[config.mk]
export PLATFORM = sky130hd
export DESIGN_NAME = trace_capture_buffer
export DESIGN_NICKNAME = d
export VERILOG_FILES = /design/src/rtl/trace_capture_buffer.sv
export SDC_FILE = /design/constraint.sdc
export NUM_CORES = 2
export LEC_CHECK = 0
export CAP_MARGIN = 15
export CORE_UTILIZATION = 40
export DETAILED_ROUTE_END_ITERATION = 12
export DONT_BUFFER_PORTS = 1
export GPL_TIMING_DRIVEN = 0
export PLACE_DENSITY = 0.56
export REMOVE_ABC_BUFFERS = 1
export SLEW_MARGIN = 10
export SYNTH_ARGS = -nofsm -noshare
export SYNTH_HDL_FRONTEND = slang
export SYNTH_SLANG_ARGS = --single-unit
[constraint.sdc]
create_clock -name clk -period 5.45 [get_ports clk]
set_clock_uncertainty 0.05 [all_clocks]
set_input_delay 0.545 -clock clk [delete_from_list [all_inputs] [get_ports clk]]
set_output_delay 0.545 -clock clk [all_outputs]
set_load 0.01 [all_outputs]
[src/rtl/trace_capture_buffer.sv]
// Trace capture buffer for processor bring-up: records up to NUM_CH buses into a
// circular memory, stops POST_TRIG samples after a data-match trigger, replays oldest-first.
module trace_capture_buffer #(
  parameter int unsigned DATA_W    = 32,
  parameter int unsigned NUM_CH    = 3,
  parameter int unsigned DEPTH     = 16,
  parameter int unsigned POST_TRIG = 8
) (
  input  logic                     clk,
  input  logic                     rst_n,
  input  logic                     arm_i,
  input  logic [NUM_CH*DATA_W-1:0] ch_data_i,
  input  logic [NUM_CH-1:0]        ch_valid_i,
  input  logic [NUM_CH-1:0]        trig_mask_i,
  input  logic [DATA_W-1:0]        trig_value_i,
  output logic [NUM_CH*DATA_W-1:0] rd_data_o,
  output logic [NUM_CH-1:0]        rd_chv_o,
  output logic                     rd_valid_o,
  input  logic                     rd_ready_i,
  output logic                     triggered_o,
  output logic                     overflow_o,
  output logic                     busy_o,
  output logic [$clog2(DEPTH):0]   count_o
);

  localparam int unsigned AW = $clog2(DEPTH);
  localparam int unsigned CW = AW + 1;
  localparam int unsigned PW = AW;
  localparam int unsigned DW = NUM_CH * DATA_W;
  localparam int unsigned EW = DW + NUM_CH;

  typedef enum logic [1:0] {
    S_IDLE,
    S_PRE,
    S_POST,
    S_DONE
  } state_e;

  state_e            state_q, state_d;
  logic [AW-1:0]     wr_ptr_q, wr_ptr_d;
  logic [AW-1:0]     rd_ptr_q, rd_ptr_d;
  logic [CW-1:0]     count_q, count_d;
  logic [PW-1:0]     post_cnt_q, post_cnt_d;
  logic              trig_q, trig_d;
  logic              ovf_q, ovf_d;
  logic              busy_q, busy_d;
  logic              rd_valid_q, rd_valid_d;
  logic [DW-1:0]     rd_data_q, rd_data_d;
  logic [NUM_CH-1:0] rd_chv_q, rd_chv_d;
  logic              mem_we;
  logic              sample_c;
  logic              trig_hit_c;

  logic [EW-1:0]     mem [DEPTH];

  // Trigger hit: any eligible, valid channel whose data equals the compare value.
  always_comb begin
    trig_hit_c = 1'b0;
    for (int unsigned i = 0; i < NUM_CH; i++) begin
      if (trig_mask_i[i] && ch_valid_i[i] &&
          (ch_data_i[i*DATA_W +: DATA_W] == trig_value_i)) begin
        trig_hit_c = 1'b1;
      end
    end
  end

  // An Arm on the same edge wins over any sample, so the sample is dropped.
  assign sample_c = (|ch_valid_i) && !arm_i &&
                    ((state_q == S_PRE) || (state_q == S_POST));

  always_comb begin
    state_d    = state_q;
    wr_ptr_d   = wr_ptr_q;
    rd_ptr_d   = rd_ptr_q;
    count_d    = count_q;
    post_cnt_d = post_cnt_q;
    trig_d     = trig_q;
    ovf_d      = ovf_q;
    rd_valid_d = rd_valid_q;
    rd_data_d  = rd_data_q;
    rd_chv_d   = rd_chv_q;
    mem_we     = 1'b0;

    if (arm_i) begin
      state_d    = S_PRE;
      wr_ptr_d   = '0;
      rd_ptr_d   = '0;
      count_d    = '0;
      post_cnt_d = '0;
      trig_d     = 1'b0;
      ovf_d      = 1'b0;
      rd_valid_d = 1'b0;
    end else begin
      unique case (state_q)
        S_IDLE: begin
          rd_valid_d = 1'b0;
        end
        S_PRE, S_POST: begin
          if (sample_c) begin
            mem_we   = 1'b1;
            wr_ptr_d = wr_ptr_q + AW'(1);
            // Full buffer: the new sample replaces the oldest entry.
            if (count_q == CW'(DEPTH)) begin
              rd_ptr_d = rd_ptr_q + AW'(1);
              ovf_d    = 1'b1;
            end else begin
              count_d = count_q + CW'(1);
            end
            if (state_q == S_PRE) begin
              if (trig_hit_c) begin
                trig_d = 1'b1;
                if (POST_TRIG == 0) begin
                  state_d = S_DONE;
                end else begin
                  state_d    = S_POST;
                  post_cnt_d = PW'(POST_TRIG);
                end
              end
            end else begin
              post_cnt_d = post_cnt_q - PW'(1);
              if (post_cnt_q == PW'(1)) begin
                state_d = S_DONE;
              end
            end
          end
        end
        S_DONE: begin
          // Registered read: prefetch the next entry on the accepting edge.
          if (rd_valid_q) begin
            if (rd_ready_i) begin
              rd_ptr_d = rd_ptr_q + AW'(1);
              count_d  = count_q - CW'(1);
              if (count_q > CW'(1)) begin
                rd_valid_d = 1'b1;
                rd_data_d  = mem[rd_ptr_d][DW-1:0];
                rd_chv_d   = mem[rd_ptr_d][EW-1:DW];
              end else begin
                rd_valid_d = 1'b0;
              end
            end
          end else if (count_q == '0) begin
            state_d = S_IDLE;
          end else begin
            rd_valid_d = 1'b1;
            rd_data_d  = mem[rd_ptr_q][DW-1:0];
            rd_chv_d   = mem[rd_ptr_q][EW-1:DW];
          end
        end
        default: begin
          state_d = S_IDLE;
        end
      endcase
    end

    busy_d = (state_d == S_PRE) || (state_d == S_POST);
  end

  always_ff @(posedge clk or negedge rst_n) begin
    if (!rst_n) begin
      state_q    <= S_IDLE;
      wr_ptr_q   <= '0;
      rd_ptr_q   <= '0;
      count_q    <= '0;
      post_cnt_q <= '0;
      trig_q     <= 1'b0;
      ovf_q      <= 1'b0;
      busy_q     <= 1'b0;
      rd_valid_q <= 1'b0;
      rd_data_q  <= '0;
      rd_chv_q   <= '0;
    end else begin
      state_q    <= state_d;
      wr_ptr_q   <= wr_ptr_d;
      rd_ptr_q   <= rd_ptr_d;
      count_q    <= count_d;
      post_cnt_q <= post_cnt_d;
      trig_q     <= trig_d;
      ovf_q      <= ovf_d;
      busy_q     <= busy_d;
      rd_valid_q <= rd_valid_d;
      rd_data_q  <= rd_data_d;
      rd_chv_q   <= rd_chv_d;
    end
  end

  // Trace storage; contents are don't-care after reset.
  always_ff @(posedge clk) begin
    if (mem_we) begin
      mem[wr_ptr_q] <= {ch_valid_i, ch_data_i};
    end
  end

  assign rd_data_o   = rd_data_q;
  assign rd_chv_o    = rd_chv_q;
  assign rd_valid_o  = rd_valid_q;
  assign triggered_o = trig_q;
  assign overflow_o  = ovf_q;
  assign busy_o      = busy_q;
  assign count_o     = count_q;

endmodule

==> impl_metrics.ini <==
[run_status]
status = finished clean

[min_path]
min_from = arm_i
holdPathStages = 2
holdPathEnd = busy_o
hold_path_class = primary input to flip-flop

[cts]
cts.sinks = 1706
cts_tree = done
insertion_delay_ps = 850
cts_root_buf = clkbuf_16
clk_path_buf_depth = 3
htree_levels = 4
cts_buffers = 182
clk_pin_slew_ps = 60

[drt]
drc_errors = 0
routed_wirelength_um = 228000
final_antenna_net_count = 0
wire_per_inst_um = 35.6
via_per_inst = 6.23
vias = 40000
drt_iter0_markers = 4221
drtPass1Iterations = 5

[setup_path]
r2r-start = rd_ptr_q[0]
path_max_fanout = 50
worstSetupPathType = flip-flop to flip-flop
end_kind = flip-flop
r2r_end = rd_data_o[92]
startpoint_type = flip-flop
crit_required_ps = 6110
arrival_ps = 5550
rr_worst_depth = 13
reg2reg_slack_ps = 570

[pwr]
power_density_nw_per_um2 = 490
max-vdd-ir-drop_v = 0.000372
power_uw = 44300
p_leak_uw = 0.0283

[finish]
drive_above_1_share_pct = 37.3
final_common_cell = edfxtp_1
utilization_pct = 46.8
layout_common_cells = edfxtp_1 (1584), mux4_2 (990), clkbuf_16 (187)
final-instance-count-excl-fill = 6411
final_nets = 3876
syn_to_final_growth_pct = 15.9

[synthesis]
synth-xor-area-share_pct = 1.17
seq_area_frac_synth_pct = 64.8
synth-simple-area-share_pct = 1.29
syn_area_sq_um = 78100
syn_avg_cell_area_sq_um = 22.0
yosysWarnings = 0
synth_edf_count = 1584
yosys_most_used_dff = edfxtp_1
synthMuxAreaShare_pct = 29.8
synth_compound_area_share_pct = 0.974
synthCells = 3542
synth_cell_types = 44
synth_top_family_by_area = multiplexers
synth-adder-area-share_pct = 0.224
ys_ff_latch = 1706
synthArstFlopShare_pct = 7.15

[run]
drv_cap = 0

[placed_design]
dp_hpwl_um = 140000
dp_slack_ps = -530
gp_congestion = 0.732
place_inst = 5958
port_buffers = 0

[floorplan]
dieArea_sq_um = 197000
die_y_um = 444
initial_core_util_pct = 40.4
dieWidth_um = 444
placementRows = 161
core_area_sq_um = 193000
io_pins = 246

[global_routing]
grt_pass1_vias = 41300
antenna_found_initial = 7
grt_max_degree = 123
gr-total-overflow = 0
grt_pass1_wl_um = 324000
grt.total_usage_pct = 23.4

[sta]
holdWs_ps = 48.9
slew_headroom_pct = 7.85
period_minus_slack_ps = 4880
fin_ws_ps = 566
setup_viol = 0
rsz0062_at_grt = no
finalCritPeriodShare_pct = 89.6
tightest_slew_ps = 1370
fmax_mhz = 205
hold_viol_final = 0
report.final.slew_viol_count = 0
area by class of cell:
cell class	instances	area, sq um
Fill cell	15600	103000
Sequential cell	1706	50600
Multi-Input combinational cell	1566	26300
Clock buffer	237	5010
Timing Repair Buffer	257	4470
Tap cell	2526	3160
Clock inverter	101	856
Inverter	11	46.3
Antenna cell	7	17.5
sequential cells by signal (all words and copies together), names as in the netlist, 2 cells and up:
name	cells
state_q	2
rd_chv_o	3
rd_ptr_q	4
mem	1584
wr_ptr_q	4
rd_data_o	96
count_o	5
post_cnt_q	4
worst max-delay path by stage:
stage                startpoint             to  slack, ps  cells past startpoint
floorplan           rd_ptr_q[0]   rd_data_o[0]     -32980                      5
global placement    rd_ptr_q[0]   rd_data_o[9]     -48450                      5
detailed placement  rd_ptr_q[0]  rd_data_o[92]       -530                     13
CTS                 rd_ptr_q[0]  rd_data_o[92]        190                     13
global route        rd_ptr_q[0]  rd_data_o[92]        230                     13
finish              rd_ptr_q[0]  rd_data_o[92]        570                     13
worst max-delay path: stages (launching register included):
cell and delay [ps]:
dfrtp_4 440, buf_16 270, buf_16 290, buf_16 300
buf_12 270, ha_4 220, buf_16 250, buf_16 290
buf_16 300, buf_16 300, mux4_2 560, mux4_2 470
mux2i_1 430, a21oi_1 130
cells by family after synthesis:
group	count (synthesis)
adder cells (fa/ha/maj)	14
multiplexers	1091
flip-flops	1706
AND/OR/NAND/NOR	217
XOR/XNOR	104
buffers and inverters	270
AO/OA/AOI/OAI	140
through the flow:
| step | area, sq um | TNS (ps) |
|---|---|---|
| 6_report | 90500 | 0 |
| 5_1_grt | 90500 | 0 |
| 4_1_cts | 90400 | 0 |
| 3_5_place_dp | 83500 | -6080 |
| 3_3_place_gp | 80000 | - |
| 2_1_floorplan | 76800 | -3359740 |
Yosys cell counts (2+ instances only):
cell type  count  share of area [%]
buf_2        144               0.92
ha_1          14               0.22
o21ai_0        8              0.051
dfrtp_1      122                3.9
nor4_1        27               0.22
mux4_2       990                 29
inv_1         10              0.048
nand2_1       23               0.11
nor3_1         6              0.038
nand3_1        6              0.038
mux2i_1      101                1.3
buf_6         15               0.22
edfxtp_1    1584                 61
and4_1         4              0.045
a21oi_1      113               0.72
nand2b_1       2              0.016
nor2_1       120               0.58
xnor2_1       17               0.19
nand4_1        7              0.056
nand4b_1       2              0.022
and2_1        14               0.11
buf_1         16              0.077
a21o_1         2              0.019
o31ai_1        4              0.038
clkbuf_1      83               0.40
a211oi_1       4              0.038
xor2_1        87               0.98
repair_timing:
| item | CTS | global route |
|---|---|---|
| buffers inserted | 3 | 1 |
| pin swaps | 1 | 1 |
| hold endpoints to repair | 1738 | 0 |
| hold buffers | 103 | 0 |
| gates resized for setup | 0 | 0 |
| endpoints found under the setup margin | 25 | 1 |
power by group:
part           switching, uW  internal, uW
sequential               648         15100
clock                   5230          7040
combinational           7160          9110
layer usage:
metal  vias up  part of all wire [%]  GRT usage [%]
li1      15900                     -              -
met1     22400                    40           30.5
met2      1359                    51           40.1
met3       262                   6.1           4.32
met4         0                   2.7           6.73
met5         -                     0              0
Power figures use the tool's default switching activity.
